--- config.mk ---
export PLATFORM = sky130hd
export DESIGN_NAME = muldiv_sequencer_flat
export DESIGN_NICKNAME = d
export VERILOG_FILES = /design/src/rtl/muldiv_sequencer_if.sv /design/src/rtl/muldiv_sequencer.sv /design/src/flat_wrapper.sv
export SDC_FILE = /design/constraint.sdc
export NUM_CORES = 1
export LEC_CHECK = 0
export ABC_AREA = 1
export CAP_MARGIN = 20
export CORE_MARGIN = 4
export CORE_UTILIZATION = 29
export CTS_CLUSTER_DIAMETER = 100
export DETAILED_ROUTE_END_ITERATION = 12
export MAX_ROUTING_LAYER = met4
export SLEW_MARGIN = 5
export SYNTH_ARGS = -nofsm -noshare
export SYNTH_HDL_FRONTEND = slang
export SYNTH_SLANG_ARGS = --single-unit
--- constraint.sdc ---
create_clock -name Clk -period 3 [get_ports Clk]
set_input_delay 0.75 -clock Clk [delete_from_list [all_inputs] [get_ports Clk]]
set_output_delay 0.75 -clock Clk [all_outputs]
set_load 0.1 [all_outputs]
--- src/rtl/muldiv_sequencer_if.sv ---
// ---------------------------------------------------------------------------
// muldiv_sequencer_if
// Handshake and data bundle between the EX-stage ALU controller and the
// iterative multiply/divide unit.
//   master : ALU controller side (drives Start/Op/A/B and the mthi/mtlo strobes)
//   slave  : muldiv_sequencer side (returns HI/LO, Busy, Done)
// Signals:
//   Start  - one-cycle request for a new operation
//   Op     - 00 mult, 01 multu, 10 div, 11 divu
//   A, B   - rs / rt operands
//   WrHi   - mthi strobe, WrLo - mtlo strobe, WrData - mthi/mtlo data
//   HI, LO - architectural result registers
//   Busy   - operation in flight, pipeline stalls HI/LO access
//   Done   - one-cycle pulse after HI/LO take the new result
// ---------------------------------------------------------------------------
interface muldiv_sequencer_if #(
   parameter int WIDTH = 32
);
   logic             Start;
   logic [1:0]       Op;
   logic [WIDTH-1:0] A;
   logic [WIDTH-1:0] B;
   logic             WrHi;
   logic             WrLo;
   logic [WIDTH-1:0] WrData;
   logic [WIDTH-1:0] HI;
   logic [WIDTH-1:0] LO;
   logic             Busy;
   logic             Done;

   modport master (
      output Start, Op, A, B, WrHi, WrLo, WrData,
      input  HI, LO, Busy, Done
   );

   modport slave (
      input  Start, Op, A, B, WrHi, WrLo, WrData,
      output HI, LO, Busy, Done
   );
endinterface

--- src/rtl/muldiv_sequencer.sv ---
// ---------------------------------------------------------------------------
// muldiv_sequencer
// Iterative MIPS multiply/divide unit with architectural HI/LO registers.
// Serves mult, multu, div, divu (34 cycles: accept, WIDTH iterations, sign
// fix) and mthi/mtlo (single-edge writes while idle).
// Ports:
//   Clk   - single clock, rising edge
//   Rst_n - asynchronous active-low reset
//   bus   - muldiv_sequencer_if.slave (Start/Op/A/B/WrHi/WrLo/WrData in,
//           HI/LO/Busy/Done out, all outputs registered)
// ---------------------------------------------------------------------------
// state | meaning
// IDLE  | waiting; accepts Start or mthi/mtlo writes
// RUN   | one multiplier bit / quotient bit per cycle on magnitudes
// FIX   | applies signs (or divide-by-zero result) and loads HI/LO
// ---------------------------------------------------------------------------
module muldiv_sequencer #(
   parameter int WIDTH = 32
) (
   input  logic              Clk,
   input  logic              Rst_n,
   muldiv_sequencer_if.slave bus
);

   localparam int            CW        = $clog2(WIDTH) + 1;
   localparam logic [CW-1:0] LAST_ITER = CW'(WIDTH - 1);

   typedef enum logic [1:0] {
      S_IDLE = 2'd0,
      S_RUN  = 2'd1,
      S_FIX  = 2'd2
   } state_t;

   state_t             state_q, state_d;
   logic [1:0]         op_q, op_d;
   logic               sa_q, sa_d;
   logic               sb_q, sb_d;
   logic [WIDTH-1:0]   a_mag_q, a_mag_d;
   logic [WIDTH-1:0]   b_mag_q, b_mag_d;
   logic [2*WIDTH-1:0] acc_q, acc_d;
   logic [CW-1:0]      cnt_q, cnt_d;
   logic [WIDTH-1:0]   hi_q, hi_d;
   logic [WIDTH-1:0]   lo_q, lo_d;
   logic               busy_q, busy_d;
   logic               done_q, done_d;

   // operand signs only matter for the signed ops (Op[0] == 0)
   logic             a_neg, b_neg;
   logic [WIDTH-1:0] a_abs, b_abs;

   assign a_neg = bus.A[WIDTH-1] & ~bus.Op[0];
   assign b_neg = bus.B[WIDTH-1] & ~bus.Op[0];
   assign a_abs = a_neg ? -bus.A : bus.A;
   assign b_abs = b_neg ? -bus.B : bus.B;

   // Multiply step: acc holds {partial product, remaining multiplier bits}.
   // The upper half plus |A| needs one carry bit, which shifts back in.
   logic [WIDTH:0]     mul_sum;
   logic [2*WIDTH-1:0] mul_next;

   assign mul_sum  = {1'b0, acc_q[2*WIDTH-1:WIDTH]} + {1'b0, {WIDTH{acc_q[0]}} & a_mag_q};
   assign mul_next = {mul_sum, acc_q[WIDTH-1:1]};

   // Divide step: acc holds {remainder, dividend bits / quotient bits}.
   // The remainder stays below |B|, so the shifted value fits in WIDTH+1 bits
   // and a successful trial difference fits back into WIDTH bits.
   logic [WIDTH:0]     div_shift;
   logic               div_ge;
   logic [WIDTH-1:0]   div_diff;
   logic [2*WIDTH-1:0] div_next;

   assign div_shift = {acc_q[2*WIDTH-1:WIDTH], acc_q[WIDTH-1]};
   assign div_ge    = div_shift >= {1'b0, b_mag_q};
   assign div_diff  = div_shift[WIDTH-1:0] - b_mag_q;
   assign div_next  = {(div_ge ? div_diff : div_shift[WIDTH-1:0]), acc_q[WIDTH-2:0], div_ge};

   // Sign fix. sa/sb are zero for unsigned ops, so no op check is needed here.
   logic               neg_res;
   logic [2*WIDTH-1:0] prod_fix;
   logic [WIDTH-1:0]   quo_fix, rem_fix, a_orig;

   assign neg_res  = sa_q ^ sb_q;
   assign prod_fix = neg_res ? -acc_q : acc_q;
   assign quo_fix  = neg_res ? -acc_q[WIDTH-1:0] : acc_q[WIDTH-1:0];
   assign rem_fix  = sa_q ? -acc_q[2*WIDTH-1:WIDTH] : acc_q[2*WIDTH-1:WIDTH];
   // original dividend rebuilt from its latched magnitude and sign
   assign a_orig   = sa_q ? -a_mag_q : a_mag_q;

   always_ff @(posedge Clk or negedge Rst_n) begin
      if (!Rst_n) begin
         state_q <= S_IDLE;
         op_q    <= '0;
         sa_q    <= 1'b0;
         sb_q    <= 1'b0;
         a_mag_q <= '0;
         b_mag_q <= '0;
         acc_q   <= '0;
         cnt_q   <= '0;
         hi_q    <= '0;
         lo_q    <= '0;
         busy_q  <= 1'b0;
         done_q  <= 1'b0;
      end else begin
         state_q <= state_d;
         op_q    <= op_d;
         sa_q    <= sa_d;
         sb_q    <= sb_d;
         a_mag_q <= a_mag_d;
         b_mag_q <= b_mag_d;
         acc_q   <= acc_d;
         cnt_q   <= cnt_d;
         hi_q    <= hi_d;
         lo_q    <= lo_d;
         busy_q  <= busy_d;
         done_q  <= done_d;
      end
   end

   always_comb begin
      state_d = state_q;
      op_d    = op_q;
      sa_d    = sa_q;
      sb_d    = sb_q;
      a_mag_d = a_mag_q;
      b_mag_d = b_mag_q;
      acc_d   = acc_q;
      cnt_d   = cnt_q;
      hi_d    = hi_q;
      lo_d    = lo_q;
      busy_d  = busy_q;
      done_d  = 1'b0;

      case (state_q)
         S_IDLE: begin
            if (bus.Start) begin
               // Start wins over a same-edge mthi/mtlo
               op_d    = bus.Op;
               sa_d    = a_neg;
               sb_d    = b_neg;
               a_mag_d = a_abs;
               b_mag_d = b_abs;
               acc_d   = {{WIDTH{1'b0}}, (bus.Op[1] ? a_abs : b_abs)};
               cnt_d   = '0;
               busy_d  = 1'b1;
               state_d = S_RUN;
            end else begin
               if (bus.WrHi) hi_d = bus.WrData;
               if (bus.WrLo) lo_d = bus.WrData;
            end
         end

         S_RUN: begin
            acc_d = op_q[1] ? div_next : mul_next;
            cnt_d = cnt_q + CW'(1);
            if (cnt_q == LAST_ITER) state_d = S_FIX;
         end

         S_FIX: begin
            if (op_q[1]) begin
               if (b_mag_q == '0) begin
                  hi_d = a_orig;
                  lo_d = '1;
               end else begin
                  hi_d = rem_fix;
                  lo_d = quo_fix;
               end
            end else begin
               hi_d = prod_fix[2*WIDTH-1:WIDTH];
               lo_d = prod_fix[WIDTH-1:0];
            end
            busy_d  = 1'b0;
            done_d  = 1'b1;
            state_d = S_IDLE;
         end

         default: begin
            busy_d  = 1'b0;
            state_d = S_IDLE;
         end
      endcase
   end

   assign bus.HI   = hi_q;
   assign bus.LO   = lo_q;
   assign bus.Busy = busy_q;
   assign bus.Done = done_q;

endmodule

--- src/flat_wrapper.sv ---
// flat-port wrapper written by rule: the top's interface ports become plain ports
module muldiv_sequencer_flat 
#(
   parameter int WIDTH = 32
)
  (Clk, Rst_n, bus_Start, bus_Op, bus_A, bus_B, bus_WrHi, bus_WrLo, bus_WrData, bus_HI, bus_LO, bus_Busy, bus_Done);
  muldiv_sequencer_if #(.WIDTH(WIDTH)) bus_i ();
  input  logic Clk;
  input  logic Rst_n;
  input wire logic [$bits(bus_i.Start)-1:0] bus_Start;
  input wire logic [$bits(bus_i.Op)-1:0] bus_Op;
  input wire logic [$bits(bus_i.A)-1:0] bus_A;
  input wire logic [$bits(bus_i.B)-1:0] bus_B;
  input wire logic [$bits(bus_i.WrHi)-1:0] bus_WrHi;
  input wire logic [$bits(bus_i.WrLo)-1:0] bus_WrLo;
  input wire logic [$bits(bus_i.WrData)-1:0] bus_WrData;
  output wire logic [$bits(bus_i.HI)-1:0] bus_HI;
  output wire logic [$bits(bus_i.LO)-1:0] bus_LO;
  output wire logic [$bits(bus_i.Busy)-1:0] bus_Busy;
  output wire logic [$bits(bus_i.Done)-1:0] bus_Done;
  assign bus_i.Start = bus_Start;
  assign bus_i.Op = bus_Op;
  assign bus_i.A = bus_A;
  assign bus_i.B = bus_B;
  assign bus_i.WrHi = bus_WrHi;
  assign bus_i.WrLo = bus_WrLo;
  assign bus_i.WrData = bus_WrData;
  assign bus_HI = bus_i.HI;
  assign bus_LO = bus_i.LO;
  assign bus_Busy = bus_i.Busy;
  assign bus_Done = bus_i.Done;
  muldiv_sequencer #(.WIDTH(WIDTH)) u_core (.Clk(Clk), .Rst_n(Rst_n), .bus(bus_i));
endmodule
## After elaboration in Yosys (flattened, before gate mapping)

Index checks and enable logic that the tools add are counted.

- Bits in registers: 206
- Output and inout bits: 66

- $add $sub $neg: 9
- Order comparisons: 1
- Equal/unequal tests: 8
- Mux-type cells: 29
- Bitwise operators: 6
- Reductions and logical operators: 10

Operators by type and width:

| operator | number |
|---|---|
| two-way mux 32 bit | 15 |
| two-way mux 64 bit | 3 |
| negator 32 bit | 5 |
| one-hot mux 32 bit (2 select lines) | 2 |
| one-hot mux 64 bit (2 select lines) | 1 |
| negator 64 bit | 1 |
| adder 32 x 32 -> 33 bit | 1 |
| greater-or-equal comparator 33 x 32 -> 1 bit | 1 |
| AND 32 bit | 1 |
| logical NOT 32 bit | 1 |
| subtractor 32 bit | 1 |
| one-hot mux 6 bit (2 select lines) | 1 |
| inequality test 2 bit (second input constant) | 4 |
| AND reduction 2 bit | 4 |
| adder 6 x 1 -> 6 bit (second input constant) | 1 |
| == test 6 x 5 -> 1 bit (second input constant) | 1 |
| two-way mux 6 bit | 1 |
| AND reduction 3 bit | 2 |
| two-way mux 2 bit | 2 |
| one-hot mux 2 bit (2 select lines) | 1 |
| nonzero test 2 bit | 2 |
| AND 1 bit | 2 |
| == test 2 x 1 -> 1 bit (second input constant) | 1 |
| == test 2 bit (second input constant) | 1 |
| 6 further kinds | 8 |

## Longest topological paths before layout

- Depth in word-level cells: 6
- Mapped depth: 19
- Mapped depth without buffers: 18

## Worst setup path after synthesis

No wires, ideal clock.

- Kind: register -> register
- Start: register u_core.acc_q[0]
- End: register u_core.acc_q[62]
- Library setup time: 117 ps
- Data arrival time: 2221 ps
- Required time: 2883 ps
- Setup slack: 662 ps
- Stages on the path, launching flop included: 19
- Buffers on the path: 2
- Clock period less this slack: 2338 ps
- Cell sequence: dfrtp_1 buf_2 clkbuf_1 nand2_1 inv_1 ha_1 nand2_1 o21ai_0 nand2_1 nand2_1 nand2_1 nand2_1 nand2_1 nand3_1 nand3_1 nand2_1 inv_1 nand2_1 nand2_1

- Longest elaborated chain between the ends: 4

RTL lines:

| item | RTL line | text |
|---|---|---|
| start: declaration | muldiv_sequencer.sv:40 | `logic [2*WIDTH-1:0] acc_q, acc_d;` |
| start signal: assignment | muldiv_sequencer.sv:97 | `acc_q <= '0;` |
| start signal: assignment | muldiv_sequencer.sv:110 | `acc_q <= acc_d;` |
| AND 32 bit | muldiv_sequencer.sv:61 | `assign mul_sum = {1'b0, acc_q[2*WIDTH-1:WIDTH]} + {1'b0, {WIDTH{acc_q[0]}} & a_mag_q};` |
| adder 32 x 32 -> 33 bit | muldiv_sequencer.sv:61 |  |
| two-way mux 64 bit | muldiv_sequencer.sv:153 | `acc_d = op_q[1] ? div_next : mul_next;` |
| one-hot mux 64 bit (2 select lines) | muldiv_sequencer.sv:133 | `case (state_q)` |

Every way passes these cells.
A chain may end at the register's enable or synchronous reset.

## Final worst setup path

- Start: register u_core.acc_q[0]
- End: register u_core.acc_q[63]

Same word-level chain as after synthesis.

==> summary.txt <==
Critical path
  • Critical path startpoint category: register
  • Crit path launch: u_core.acc_q[0]$_DFFE_PN0P_
  • Critical Path AT: 3.34 ns
  • CP Max Fanout: 18
  • WP data required: 3.49 ns
  • R2R Path Start: u_core.acc_q[0]$_DFFE_PN0P_
  • Crit end category: register
  • Critical path class: reg -> reg

Routing
  • Drt first pass iters: 7
  • Antenna Violating Nets Remaining: 0
  • Number of DRC markers in iteration 0: 2945
  • Via density: 5.318
  • Vias after detailed routing: 25160
  • Final WL: 100100 µm
  • Avg WL per Cell: 21.15 µm
  • DRC Markers: 0

Clock tree
  • Sink Count: 205
  • Worst-Skew Late Latency: 0.59 ns
  • Reg clk slew, reported paths: 0.06 ns
  • Clk buf depth: 3
  • CTS tree: yes
  • Post-CTS Setup Repair Bufs: 0
  • Clock Tree Root: clkbuf_16
  • TritonCTS Buffers: 27
  • CTS H-tree lvls: 1

Die
  • Ports: 169
  • Core Box Area: 70390 µm²
  • Initial Utilization: 29.36%
  • Die height: 275.0 µm
  • Die area: 75600 µm²
  • Row count: 97
  • Die W: 275.0 µm

Yosys
  • FFs w/ async S/R, synth: 100.0%
  • Prevailing post-synth register cell: dfrtp_1
  • Ys Warns: 0
  • Number of synthesized flops with an enable pin: 0
  • Yosys reg bits: 205
  • Seq/Total Area, Yosys: 24.82%
  • Syn Area/Cell: 5.870 µm²
  • Syn nets: 3696
  • Cells after Synth: 3521
  • Post-Syn Area: 20670 µm²
  • Synth cell types: 49

STA
  • Final Setup Violations: 0
  • Hold Violations, Final: 0
  • Final WS setup: 0.1531 ns
  • Post-route setup TNS: 0 ns
  • RSZ-0062 raised after global routing: no
  • Tcrit/Tclk final: 94.90%
  • Pins over their slew limit: 0
  • Max Freq: 351.3 MHz
  • Clock Skew: 0.04621 ns
  • Minimum clock period: 2.847 ns
  • Worst-Margin Slew: 0.7704 ns
  • Max transition margin: 48.10%

Cells and area
  • # nets final: 3946
  • Post-route cell area: 25330 µm²
  • Diodes inserted: 0
  • P&R area growth vs syn: 22.56%
  • Layout cell share with drive strength beyond 1: 9.839%

Run
  • Max_cap viols: 0

GRT
  • Largest net degree at the start of global routing: 115
  • Initial antenna violation count: 0
  • Overall routing resource usage: 26.15%
  • Number of global-route vias before repair: 22867
  • First-pass GRT wire length: 146800 µm
  • GR Overflow Total: 0

Pwr
  • P_leak: 0.01234 µW
  • Peak VDD IR: 740.4 µV
  • Final Power: 35020 µW
  • Power Density: 1383 nW/µm²

Placed design
  • Dpl ws: 0.07290 ns
  • HPWL Detailed: 81680 µm
  • Placed Area: 24370 µm²
  • Routability congestion estimate: 1.043
  • I/O Buffers: 168

Worst hold path
  • Worst Hold Class: in -> async

Status
  • Status: complete, no violations
[through the flow]
stage,util [%],hold slack (ns),instances
after CTS,35.95,0.1292,4731
final,35.98,0.1055,4731
after global routing,35.98,0.1449,4731
after floorplan,-,0.4530,3521
after detailed placement,34.63,0.4724,4682
after global placement,34.63,0.4689,4682
[worst max-delay path, stage by stage (launching register included)]
cell and delay (ns):
dfrtp_1 0.41, buf_4 0.20, buf_4 0.22, nand2_1 0.09, inv_1 0.05, ha_1 0.38, nand2_1 0.13, nor2_1 0.23
inv_1 0.13, nor4_1 0.28, nand2_1 0.15, nand3_1 0.16, nand2_1 0.07, nand2_1 0.06, nand2_1 0.04, inv_1 0.05
nand2_1 0.04, nand2_1 0.05
[kinds of logic after synthesis]
| logic type | count (synthesis) | synth area share [%] |
|---|---|---|
| XOR/XNOR | 83 | 3.517 |
| AO/OA/AOI/OAI | 577 | 15.17 |
| adder cells (fa/ha/maj) | 72 | 4.432 |
| AND/OR/NAND/NOR | 2035 | 41.78 |
| buffers and inverters | 549 | 10.28 |
| flip-flops | 205 | 24.82 |
[repair_timing]
| item | in CTS | in global routing |
|---|---|---|
| resized for setup | 0 | 8 |
| setup endpoints to repair | 0 | 4 |
| hold buffers | 0 | 0 |
[layout make-up]
cell class              count  area (µm²)
fillers                  7889       45060
multi-input cells        2767       13470
flip-flops and latches    205        5135
repair buffers            354        3055
inverters                 416        1562
well taps                 940        1176
clock buffers              41       788.3
clock inverters             8       143.9
[placed cells by master, fill, tap and decap left out, drive strengths merged, types with 4 or more instances in the layout]
cell           netlist  final
buf                 52    253
a21oi              219    219
nor2               452    452
a31oi               48     48
o21bai               8      8
xnor2               12     12
a22oi                7      7
nand3b              21     21
clkdlybuf4s50        0    101
a21o                 4      4
nand2             1015   1015
nand3              436    436
nor3                30     30
o211ai              33     33
xor2                71     71
clkbuf              81     41
dfrtp              205    205
or2                 12     12
ha                  70     70
inv                416    420
nand4               60     60
o21ai              246    246
nor4                 4      4
o21a                 6      6
[state kept, by name, summed over array words and instances (netlist names)]
name,cells
u_core.sb_q,1
u_core.cnt_q,6
u_core.state_q,2
u_core.bus.Done,1
u_core.acc_q,64
u_core.bus.HI,32
u_core.bus.Busy,1
u_core.sa_q,1
u_core.a_mag_q,32
u_core.op_q,1
u_core.bus.LO,32
u_core.b_mag_q,32
[final timing paths]
kind	to	slack (ns)	cells after the start
max	u_core.acc_q[63]$_DFFE_PN0P_	0.15	17
min	u_core.bus.HI[28]$_DFFE_PN0P_	0.11	1
max reg2reg	u_core.acc_q[63]$_DFFE_PN0P_	0.15	17
min reg2reg	u_core.bus.Busy$_DFFE_PN0P_	0.49	2
max in group asynchronous	u_core.a_mag_q[19]$_DFFE_PN0P_	1.93	2
min in group Clk	u_core.bus.Busy$_DFFE_PN0P_	0.49	2
[cell usage after synthesis (3+ instances only)]
| cell | count | area share [%] |
|---|---|---|
| nand3_1 | 432 | 10 |
| buf_2 | 30 | 0.73 |
| o21ai_2 | 3 | 0.13 |
| nor2_4 | 4 | 0.22 |
| o21a_1 | 6 | 0.22 |
| nor2_1 | 437 | 7.9 |
| xnor2_1 | 12 | 0.51 |
| o21ai_1 | 18 | 0.44 |
| o211ai_1 | 32 | 1.2 |
| dfrtp_1 | 205 | 25 |
| a21oi_1 | 216 | 5.2 |
| a21o_1 | 4 | 0.15 |
| a22oi_1 | 7 | 0.25 |
| inv_1 | 402 | 7.3 |
| a21oi_2 | 3 | 0.13 |
| nand2_2 | 9 | 0.27 |
| ha_1 | 70 | 4.2 |
| nand2_1 | 1005 | 18 |
| nand3b_1 | 20 | 0.73 |
| nand3_2 | 3 | 0.15 |
| clkbuf_1 | 81 | 1.5 |
| or2_2 | 10 | 0.30 |
| a31oi_1 | 48 | 1.5 |
| o21ai_0 | 225 | 5.4 |
| buf_4 | 3 | 0.11 |
| nand4_1 | 60 | 1.8 |
| xor2_1 | 71 | 3.0 |
| o21bai_1 | 8 | 0.29 |
| buf_1 | 17 | 0.31 |
| nor3_1 | 29 | 0.70 |
| nor4_1 | 4 | 0.12 |
| inv_2 | 14 | 0.25 |
| nor2_2 | 11 | 0.33 |
[per-layer routing]
layer  track usage (%)  up-vias  part of all wire (%)
met5                 -        -                     0
met4             8.422        0                   3.8
met3             2.608      156                   7.6
met2             40.94     1152                    45
met1             35.60    11853                    43
li1                  -    11999                     -
[power by group]
| part | internal, µW | leakage [µW] | switching [µW] | total, µW |
|---|---|---|---|---|
| registers | 4150 | 0.00242 | 1500 | 5650 |
| clock network | 2080 | 0.000457 | 1370 | 3460 |
| logic | 7590 | 0.00947 | 18300 | 25900 |
| total | 13800 | 0.0123 | 21200 | 35000 |
No activity file was read; power rests on OpenSTA's default activity.
